--- src/rtl/key_cnt_pkg.sv ---
// Shared types and width helpers for the key event counter.
package key_cnt_pkg;

  typedef enum logic [1:0] {
    REL     = 2'd0,
    REL_CHK = 2'd1,
    PRS     = 2'd2,
    PRS_CHK = 2'd3
  } db_state_e;

  // Bits needed to hold values 0..v-1 (minimum 1)
  function automatic int unsigned clog2(input int unsigned v);
    int unsigned     r;
    longint unsigned x;
    r = 32'd0;
    x = 64'd1;
    while (x < 64'(v)) begin
      x = x << 1;
      r = r + 32'd1;
    end
    return (r == 32'd0) ? 32'd1 : r;
  endfunction

  function automatic int unsigned max2(input int unsigned a, input int unsigned b);
    return (a > b) ? a : b;
  endfunction

  localparam int unsigned DB_CYC_DEF  = 500000;
  localparam int unsigned REP_DLY_DEF = 25000000;
  localparam int unsigned REP_PER_DEF = 5000000;
  localparam int unsigned DB_W        = clog2(DB_CYC_DEF + 32'd1);
  localparam int unsigned REP_W       = clog2(max2(REP_DLY_DEF, REP_PER_DEF) + 32'd1);

endpackage

--- src/rtl/key_debounce.sv ---
// One key channel: 2-FF synchroniser, debounce FSM, optional hold-repeat timer.
// Optional feature macro: HOLD_REPEAT_EN (auto-repeat while the key is held).
// o_event_c is combinational so the counter in the parent updates on the
// same edge that the FSM accepts the press.
module key_debounce
  import key_cnt_pkg::*;
#(
  parameter int unsigned DB_CYC  = 500000,
  parameter int unsigned REP_DLY = 25000000,
  parameter int unsigned REP_PER = 5000000
) (
  input  logic i_clk,
  input  logic i_rst_n,
  input  logic i_key_n,
  output logic o_stable,
  output logic o_event_c
);

  localparam int unsigned CW = clog2(DB_CYC + 32'd1);

  logic          r_sync1;
  logic          r_sync2;
  db_state_e     r_state;
  db_state_e     w_state_nxt;
  logic [CW-1:0] r_db_cnt;
  logic [CW-1:0] w_db_cnt_nxt;
  logic          r_stable;
  logic          w_stable_nxt;
  logic          w_press_c;

  // Synchroniser, preset to released so reset never looks like a press
  always_ff @(posedge i_clk or negedge i_rst_n) begin
    if (!i_rst_n) begin
      r_sync1 <= 1'b1;
      r_sync2 <= 1'b1;
    end else begin
      r_sync1 <= i_key_n;
      r_sync2 <= r_sync1;
    end
  end

  // FSM state, debounce counter and stable level
  always_ff @(posedge i_clk or negedge i_rst_n) begin
    if (!i_rst_n) begin
      r_state  <= REL;
      r_db_cnt <= '0;
      r_stable <= 1'b0;
    end else begin
      r_state  <= w_state_nxt;
      r_db_cnt <= w_db_cnt_nxt;
      r_stable <= w_stable_nxt;
    end
  end

  // Next state; the entry cycle into a CHK state counts as the first stable sample
  always_comb begin
    w_state_nxt  = r_state;
    w_db_cnt_nxt = r_db_cnt;
    w_stable_nxt = r_stable;
    w_press_c    = 1'b0;
    case (r_state)
      REL: begin
        if (!r_sync2) begin
          if (DB_CYC == 32'd1) begin
            w_state_nxt  = PRS;
            w_stable_nxt = 1'b1;
            w_press_c    = 1'b1;
          end else begin
            w_state_nxt  = REL_CHK;
            w_db_cnt_nxt = CW'(1);
          end
        end
      end
      REL_CHK: begin
        if (r_sync2) begin
          w_state_nxt = REL;
        end else if (r_db_cnt == CW'(DB_CYC - 32'd1)) begin
          w_state_nxt  = PRS;
          w_stable_nxt = 1'b1;
          w_press_c    = 1'b1;
        end else begin
          w_db_cnt_nxt = r_db_cnt + CW'(1);
        end
      end
      PRS: begin
        if (r_sync2) begin
          if (DB_CYC == 32'd1) begin
            w_state_nxt  = REL;
            w_stable_nxt = 1'b0;
          end else begin
            w_state_nxt  = PRS_CHK;
            w_db_cnt_nxt = CW'(1);
          end
        end
      end
      PRS_CHK: begin
        if (!r_sync2) begin
          w_state_nxt = PRS;
        end else if (r_db_cnt == CW'(DB_CYC - 32'd1)) begin
          w_state_nxt  = REL;
          w_stable_nxt = 1'b0;
        end else begin
          w_db_cnt_nxt = r_db_cnt + CW'(1);
        end
      end
      default: w_state_nxt = REL;
    endcase
  end

`ifdef HOLD_REPEAT_EN
  localparam int unsigned RW = clog2(max2(REP_DLY, REP_PER) + 32'd1);

  logic [RW-1:0] r_rep_cnt;
  logic [RW-1:0] w_rep_cnt_nxt;
  logic          r_rep_on;
  logic          w_rep_on_nxt;
  logic          w_rep_c;

  // Repeat timer: first repeat REP_DLY after press, then every REP_PER while held
  always_comb begin
    w_rep_cnt_nxt = r_rep_cnt;
    w_rep_on_nxt  = r_rep_on;
    w_rep_c       = 1'b0;
    if (r_state == PRS || r_state == PRS_CHK) begin
      if (!r_rep_on && r_rep_cnt == RW'(REP_DLY - 32'd1)) begin
        w_rep_c       = 1'b1;
        w_rep_on_nxt  = 1'b1;
        w_rep_cnt_nxt = '0;
      end else if (r_rep_on && r_rep_cnt == RW'(REP_PER - 32'd1)) begin
        w_rep_c       = 1'b1;
        w_rep_cnt_nxt = '0;
      end else begin
        w_rep_cnt_nxt = r_rep_cnt + RW'(1);
      end
    end else begin
      w_rep_cnt_nxt = '0;
      w_rep_on_nxt  = 1'b0;
    end
  end

  // Repeat timer registers
  always_ff @(posedge i_clk or negedge i_rst_n) begin
    if (!i_rst_n) begin
      r_rep_cnt <= '0;
      r_rep_on  <= 1'b0;
    end else begin
      r_rep_cnt <= w_rep_cnt_nxt;
      r_rep_on  <= w_rep_on_nxt;
    end
  end

  assign o_event_c = w_press_c | w_rep_c;
`else
  localparam int unsigned unused_rep_cfg = REP_DLY + REP_PER;

  assign o_event_c = w_press_c;
`endif

  assign o_stable = r_stable;

endmodule

--- src/rtl/key_event_counter.sv ---
// Multi-channel debounced push-button event counter with modulo up/down counts.
// Optional feature macro: HOLD_REPEAT_EN (auto-repeat while a key is held).
module key_event_counter
  import key_cnt_pkg::*;
#(
  parameter int unsigned NCH     = 4,
  parameter int unsigned CNT_W   = 24,
  parameter int unsigned MOD     = 5000000,
  parameter int unsigned DB_CYC  = 500000,
  parameter int unsigned REP_DLY = 25000000,
  parameter int unsigned REP_PER = 5000000
) (
  input  logic                 iCLK_50,
  input  logic                 iRST_N,
  input  logic [NCH-1:0]       iKEY,
  input  logic [NCH-1:0]       iDIR,
  input  logic [NCH-1:0]       iCLR,
  output logic [NCH*CNT_W-1:0] oCNT,
  output logic [NCH-1:0]       oPRESS,
  output logic [NCH-1:0]       oWRAP,
  output logic [NCH-1:0]       oSTABLE
);

  localparam logic [CNT_W-1:0] CNT_MAX = CNT_W'(MOD - 32'd1);

  logic [NCH-1:0] w_event;
  logic [NCH-1:0] w_stable;

  for (genvar k = 0; k < NCH; k++) begin : g_ch
    logic [CNT_W-1:0] r_cnt;
    logic             r_press;
    logic             r_wrap;

    key_debounce #(
      .DB_CYC  (DB_CYC),
      .REP_DLY (REP_DLY),
      .REP_PER (REP_PER)
    ) u_db (
      .i_clk     (iCLK_50),
      .i_rst_n   (iRST_N),
      .i_key_n   (iKEY[k]),
      .o_stable  (w_stable[k]),
      .o_event_c (w_event[k])
    );

    // Modulo up/down counter; clear wins over a same-cycle event
    always_ff @(posedge iCLK_50 or negedge iRST_N) begin
      if (!iRST_N) begin
        r_cnt   <= '0;
        r_press <= 1'b0;
        r_wrap  <= 1'b0;
      end else begin
        r_press <= w_event[k];
        r_wrap  <= 1'b0;
        if (iCLR[k]) begin
          r_cnt <= '0;
        end else if (w_event[k]) begin
          if (!iDIR[k]) begin
            if (r_cnt == CNT_MAX) begin
              r_cnt  <= '0;
              r_wrap <= 1'b1;
            end else begin
              r_cnt <= r_cnt + CNT_W'(1);
            end
          end else begin
            if (r_cnt == '0) begin
              r_cnt  <= CNT_MAX;
              r_wrap <= 1'b1;
            end else begin
              r_cnt <= r_cnt - CNT_W'(1);
            end
          end
        end
      end
    end

    assign oCNT[k*CNT_W +: CNT_W] = r_cnt;
    assign oPRESS[k]              = r_press;
    assign oWRAP[k]               = r_wrap;
  end

  assign oSTABLE = w_stable;

endmodule
--- config.mk ---
export PLATFORM = sky130hd
export DESIGN_NAME = key_event_counter
export DESIGN_NICKNAME = d
export VERILOG_FILES = /design/src/rtl/key_cnt_pkg.sv /design/src/rtl/key_debounce.sv /design/src/rtl/key_event_counter.sv
export SDC_FILE = /design/constraint.sdc
export NUM_CORES = 1
export LEC_CHECK = 0
export CAP_MARGIN = 20
export CORE_MARGIN = 4
export CORE_UTILIZATION = 25
export DETAILED_ROUTE_END_ITERATION = 8
export HOLD_SLACK_MARGIN = 0.08
export SLEW_MARGIN = 20
export SYNTH_ARGS = -nofsm -noshare
export SYNTH_HDL_FRONTEND = slang
export SYNTH_SLANG_ARGS = --single-unit
--- constraint.sdc ---
create_clock -name iCLK_50 -period 2.5 [get_ports iCLK_50]
set_input_delay 0.5 -clock iCLK_50 [delete_from_list [all_inputs] [get_ports iCLK_50]]
set_output_delay 0.5 -clock iCLK_50 [all_outputs]
set_load 0.005 [all_outputs]
==> results of run 1 <==
## stage by stage
step	hold slack, ns	util [%]	cell area (sq um)	power (mW)	worst slack, ns
global route	0.363	33.2	17400	8.76	-0.0531
finish	0.357	33.2	17400	8.33	0.0599
CTS	0.359	32.9	17200	8.39	0.00835
detailed placement	0.347	31.7	16600	5.48	-0.133
floorplan	0.204	-	13200	4.57	0.0210
global placement	0.346	31.7	16600	5.46	-0.0854
## sequential cells by signal (all words and copies together), names as in the netlist, named ones only
signal,cells
g_ch.r_press,4
g_ch.u_db.r_sync2,4
g_ch.r_wrap,4
g_ch.u_db.o_stable,4
g_ch.u_db.r_sync1,4
g_ch.r_cnt,96
g_ch.u_db.r_state,4
g_ch.u_db.r_db_cnt,76
## worst register-to-register path: stages (launching register included)
cell     delay [ns]
dfrtp_1        0.38
or4_4          0.54
buf_4          0.17
nor4_2         0.39
and4_1         0.33
nor3_1         0.07
buf_4          0.16
a21o_1         0.15
a21o_1         0.16
## final cells by class
cell class                      instances  area [sq um]  share of cell area, %
Inverter                               49           184                   1.06
Timing Repair Buffer                  350          2990                   17.2
Multi-Input combinational cell       1243          7770                   44.7
Clock buffer                           19           443                   2.54
Antenna cell                            1          2.50                 0.0144
Clock inverter                         13           136                  0.783
Tap cell                              688           861                   4.95
Sequential cell                       200          5020                   28.8
## cell families after synthesis
group                    share of synthesized area, %
buffers and inverters                            4.49
flip-flops                                       37.9
multiplexers                                   0.0757
XOR/XNOR                                         6.89
AND/OR/NAND/NOR                                  32.2
adder cells (fa/ha/maj)                          1.51
AO/OA/AOI/OAI                                    16.9
## cell usage in the layout (no fill, tap or decap), drive strengths merged, types with 61 or more instances in the layout
cell / count
nand2: 123
buf: 229
o21ai: 89
a21oi: 67
dfrtp: 192
clkdlybuf4s50: 120
nor2: 188
nor3: 62
nand3: 83
xor2: 61
## layer usage
layer | global-route usage [%] | vias to the layer above | share of wire [%]
met5 | 0 | - | 0
met4 | 5.40 | 0 | 2.1
met2 | 25.6 | 412 | 47
li1 | - | 6429 | -
met1 | 20.4 | 6715 | 44
met3 | 4.40 | 75 | 6.6
## power by group
| group | total [mW] | switching (mW) | internal [mW] |
|---|---|---|---|
| logic | 1.97 | 1.11 | 0.864 |
| registers | 3.51 | 0.163 | 3.35 |
| clock network | 2.84 | 1.41 | 1.43 |
## cell usage after synthesis (11+ instances only)
library cell / count
and2_1: 16
nand3_1: 83
nor3_1: 62
nand2_1: 121
dfrtp_1: 192
and4_1: 19
nor4_1: 47
nor3b_1: 19
ha_1: 16
a21o_1: 11
xnor2_1: 43
nand4_1: 60
clkbuf_1: 79
buf_4: 12
nor2_1: 188
o31ai_1: 25
o22ai_1: 12
or2_2: 12
and3_1: 25
a31oi_1: 32
nor4b_1: 16
or3_1: 31
or4_1: 18
xor2_1: 61
a21oi_1: 67
inv_1: 49
o21ai_0: 86
## repair_timing
action                                 4_1_cts  5_1_grt
setup buffers                                1        2
pin swaps                                    2        4
endpoints found under the hold margin       47        0
setup endpoints to repair                   11       51
resized for setup                            3       29
hold buffers                                 1        0
cloned                                       0        1
## final timing paths
path | startpoint | end | slack, ns | depth (start not counted)
max | g_ch[3].r_cnt[11]$_DFFE_PN0P_ | g_ch[3].r_cnt[17]$_DFFE_PN0P_ | 0.06 | 8
min | g_ch[1].u_db.r_sync1$_DFF_PN1_ | g_ch[1].u_db.r_sync2$_DFF_PN1_ | 0.36 | 0
max reg2reg | g_ch[3].r_cnt[11]$_DFFE_PN0P_ | g_ch[3].r_cnt[17]$_DFFE_PN0P_ | 0.06 | 8
min reg2reg | g_ch[1].u_db.r_sync1$_DFF_PN1_ | g_ch[1].u_db.r_sync2$_DFF_PN1_ | 0.36 | 0
max in group asynchronous | iRST_N | g_ch[3].u_db.r_sync1$_DFF_PN1_ | 1.24 | 3
min in group asynchronous | iRST_N | g_ch[0].r_cnt[14]$_DFFE_PN0P_ | 0.52 | 2
==> summary.md, run 1 <==
## Floorplanning
• height of the die: 238 microns
• core box area: 52,400 sq um
• Std-Cell Rows: 84
• die width: 238 microns
• # IOs: 122
• Initial Utilization: 25.2%
• die area: 56,600 sq um

## Yosys
• Cell variety after synth: 85
• leading cell types by total area after synthesis: dfrtp_1, nor2_1, xor2_1, nand2_1, o21ai_0
• Yosys Warn Count: 0
• sequential fraction of the synthesis area: 37.9%
• Synth top area share: 36.3%
• Synth async-reset ratio: 100%
• Top FF cell, synth: dfrtp_1
• number of register bits inferred by synthesis: 200
• cell count after synthesis: 1,587
• mean area per synthesized cell: 8.33 sq um
• Cell Area, Synth: 13,200 sq um
• Synth area leader: dfrtp_1
• Post-synth EDFFs: 0
• net count of the mapped netlist: 1,617

## GRT
• total gr overflow: 0
• maximum number of pins on one net before global-route repair: 55
• first-pass GRT wire length: 72.9 mm
• initial antenna violation count: 1
• total track usage: 15.8%
• vias in the first global route: 13,400

## Worst setup path
• CP Max Fanout: 6
• Worst Path Required: 2.90 ns
• Buf+Inv Stages, Crit Path: 2
• endpoint kind of the worst setup timing path: flop
• Crit path largest cell delay: 0.54 ns
• Max stage delay cell, worst path: or4_4
• type of element launching the critical path: flop
• cell breakdown of the critical path: or4_4 -> buf_4 -> nor4_2 -> and4_1 -> nor3_1 -> buf_4 -> a21o_1 -> a21o_1
• Arrival @ worst endpoint: 2.84 ns
• type of the worst setup path: reg2reg
• Top delay family on crit path: simple AND/OR/NAND/NOR gates

## Status
• outcome: finished clean

## Clocking
• Reg clk slew, reported paths: 0.08 ns
• Clock Latency Late Sink: 0.50 ns
• TritonCTS clock tree: built
• CTS H-tree lvls: 4
• TritonCTS Buffers: 17
• Clock Path Buffers: 2
• Root Driver: clkbuf_16
• TritonCTS sink count: 200

## Cells and area
• Final #Nets: 1,891
• Synth-to-Final Area Change: 31.6%
• fraction of layout cells with a size suffix above 1: 17.7%
• non-filler cells, final: 2,563
• layout filler cell count: 5,419

## STA
• Max Clock Freq: 0.410 GHz
• final setup TNS: 0 ns
• Setup Skew: 0.0135 ns
• Max Transition Viols Final: 0
• Final Hold Vio Count: 0
• crit share post-route: 97.6%
• Least-Margin Pin Slew: 0.700 ns
• worst relative slew slack: 53.3%
• setup repair after global routing missed its margin: yes
• Final min period: 2.44 ns
• final setup fails: 0

## Detailed routing
• vias per cell: 5.32
• detailed router's first-iteration violation count: 991
• remaining routing DRC violations: 0
• first-pass iteration count of the detailed router: 7
• total vias in the final route: 13,600
• Antenna Nets Post-Route: 0
• aggregate routed wire length: 45.5 mm
• DR WL/cell: 17.8 microns

## Placement
• port bufs: 121
• dpl hpwl: 34.3 mm
• total placed cells including tap cells: 2,525
• final RePlAce weighted congestion: 0.933

## Pwr
• power density over the cells: 479 nW/um^2
• Leak: 7.28 nW
• worst-case vdd ir drop: 0.540 mV

## Flow run
• max-cap viol count: 0

## Min path
• worst min-delay path class: reg2reg

No activity file was read; power rests on OpenSTA's default activity.
==> inputs of run 2 (changes only) <==
- CAP_MARGIN: 20 -> 0
- CTS_CLUSTER_DIAMETER: unset -> 50
==> results of run 2 <==
Final layout, timing and power as in run 1 (identical DEF).
==> inputs of run 3 (changes only) <==
- CTS_CLUSTER_SIZE: unset -> 40
- GPL_TIMING_DRIVEN: unset -> 0
- SLEW_MARGIN: 20 -> 5
==> summary.md, run 3 (synthesis results as in run 1) <==
## Status
• outcome: complete, but fails checks
• failing checks: negative setup slack

## GRT
• first-pass GRT wire length: 71.4 mm
• total track usage: 15.4%
• maximum number of pins on one net before global-route repair: 106
• initial antenna violation count: 0
• vias in the first global route: 12,700
• total gr overflow: 0

## Clocking
• TritonCTS sink count: 200
• Clock Latency Late Sink: 0.49 ns
• Clock Path Buffers: 2
• TritonCTS clock tree: built
• Reg clk slew, reported paths: 0.08 ns
• CTS H-tree lvls: 4
• TritonCTS Buffers: 17
• Root Driver: clkbuf_16

## Worst setup path
• startpoint of the worst-slack reg-to-reg timing path: g_ch[3].r_cnt[20]$_DFFE_PN0P_
• CP Max Fanout: 5
• depth of the worst register-to-register path: 7
• type of element launching the critical path: flop
• endpoint kind of the worst setup timing path: flop
• first element of the critical path: g_ch[3].r_cnt[20]$_DFFE_PN0P_
• endpoint of the worst register-to-register path: g_ch[3].r_cnt[2]$_DFFE_PN0P_
• reg2reg setup slack: -0.02 ns
• type of the worst setup path: reg2reg
• Arrival @ worst endpoint: 2.90 ns
• Worst Path Required: 2.88 ns

## STA
• least setup slack across all paths after layout: -0.0180 ns
• Final Hold Vio Count: 0
• Setup Skew: 0.0149 ns
• final setup TNS: -0.0217 ns
• Least-Margin Pin Slew: 0.774 ns
• Max Transition Viols Final: 0
• worst relative slew slack: 48.4%
• crit share post-route: 101%
• tightest hold margin: 0.359 ns
• Max Clock Freq: 0.397 GHz
• final setup fails: 2
• setup repair after global routing missed its margin: yes
• Final min period: 2.52 ns

## Floorplanning
• Initial Utilization: 25.2%
• die width: 238 microns
• height of the die: 238 microns
• # IOs: 122
• Std-Cell Rows: 84
• die area: 56,600 sq um
• core box area: 52,400 sq um

## Pwr
• Leak: 6.79 nW
• power density over the cells: 495 nW/um^2
• overall power after layout: 8.49 mW
• worst-case vdd ir drop: 0.531 mV

## Cells and area
• highest-count cells in the layout ignoring fill and taps: nor2_1, dfrtp_1, clkdlybuf4s50_1
• Synth-to-Final Area Change: 29.7%
• number of flip-flops under the largest register name: 96
• Register Area: 5050 sq um
• fraction of layout cells with a size suffix above 1: 15.9%
• Final #Nets: 1,793
• total area of multi-input combinational cells: 8340 sq um
• register with the most flip-flops: g_ch.r_cnt
• leading cell type in the layout, fill and taps excluded: nor2_1
• non-filler cells, final: 2,465
• biggest regs: g_ch.r_cnt (96), g_ch.u_db.r_db_cnt (76)
• layout filler cell count: 5,390

## Placement
• post-placement setup slack: -0.998 ns
• port bufs: 119
• total placed cells including tap cells: 2,395
• final RePlAce weighted congestion: 0.918
• dpl hpwl: 31.4 mm

## Detailed routing
• remaining routing DRC violations: 0
• aggregate routed wire length: 44.7 mm
• total vias in the final route: 13,300
• first-pass iteration count of the detailed router: 5
• DR WL/cell: 18.1 microns
• detailed router's first-iteration violation count: 1,095
• Antenna Nets Post-Route: 0
• vias per cell: 5.38

## Min path
• Worst Hold Endpoint: g_ch[1].u_db.r_sync2$_DFF_PN1_
• worst hold path depth: 0
• worst min-delay path class: reg2reg
• launch instance of the worst min-delay path: g_ch[1].u_db.r_sync1$_DFF_PN1_

## Flow run
• max-cap viol count: 0

==> run 3: changes by cell type in the layout (fill, tap and decap cells not counted), moves of 7 or more <==
cell	before	now
buf_4	224	65
clkbuf_1	1	40
dfrtp_1	188	166
dfrtp_2	4	26
nor4_1	44	29
clkbuf_2	0	12
nor4_4	4	16
nor3_1	57	50
==> run 3: layout make-up <==
type,instances,share of cell area (%)
antenna,1,0.0146
buffer,71,2.08
clock buffer,19,2.58
clock inverter,13,1.06
inverter,49,1.07
multi-input combinational,1243,48.6
sequential,200,29.4
tap,688,5.02
timing repair buffer,181,10.2
==> run 3: power breakdown <==
group / total (mW) / leakage, nW / internal (mW) / switching, mW
logic: 1.86 / 3.81 / 0.771 / 1.09
registers: 3.56 / 2.68 / 3.35 / 0.202
clock network: 3.07 / 0.307 / 1.63 / 1.44
==> run 3: worst max-delay path by stage <==
stage | end | slack, ns | cells past startpoint
after detailed placement | g_ch[1].r_cnt[19]$_DFFE_PN0P_ | -1.0 | 8
after global routing | g_ch[1].r_cnt[3]$_DFFE_PN0P_ | -0.13 | 8
after floorplan | g_ch[2].r_cnt[18]$_DFFE_PN0P_ | 0.02 | 7
after CTS | g_ch[3].r_cnt[21]$_DFFE_PN0P_ | -0.05 | 7
final | g_ch[3].r_cnt[2]$_DFFE_PN0P_ | -0.02 | 7
after global placement | g_ch[3].r_cnt[20]$_DFFE_PN0P_ | -8.19 | 1
==> run 3: repair_timing <==
action / CTS / global route
resized for setup: 95 / 97
hold buffers: 1 / 0
setup buffers: 22 / 37
pin swaps: 13 / 27
endpoints found under the hold margin: 53 / 0
gates cloned: 1 / 1
endpoints found under the setup margin: 105 / 91
==> run 3: through the flow <==
step                      utilization [%]  instance area [sq um]
after floorplan                         -                  13200
after global placement               29.1                  15300
after detailed placement             29.2                  15300
after CTS                            31.6                  16600
after global routing                 32.7                  17200
final                                32.7                  17200
==> run 3: worst max-delay path: stages (launching register included) <==
cell and delay (ns):
dfrtp_2 0.43, or4_4 0.53, or4_4 0.54, o31a_1 0.37
nand2_4 0.14, buf_8 0.15, nor2_4 0.03, a22o_1 0.21
==> run 3: layer usage <==
layer / vias to the layer above / track usage, % / share of wire, %
li1: 6255 / - / -
met1: 6491 / 20.8 / 45
met3: 70 / 4.31 / 6.6
met2: 446 / 24.2 / 46
met5: - / 0 / 0
met4: 0 / 4.84 / 2.0
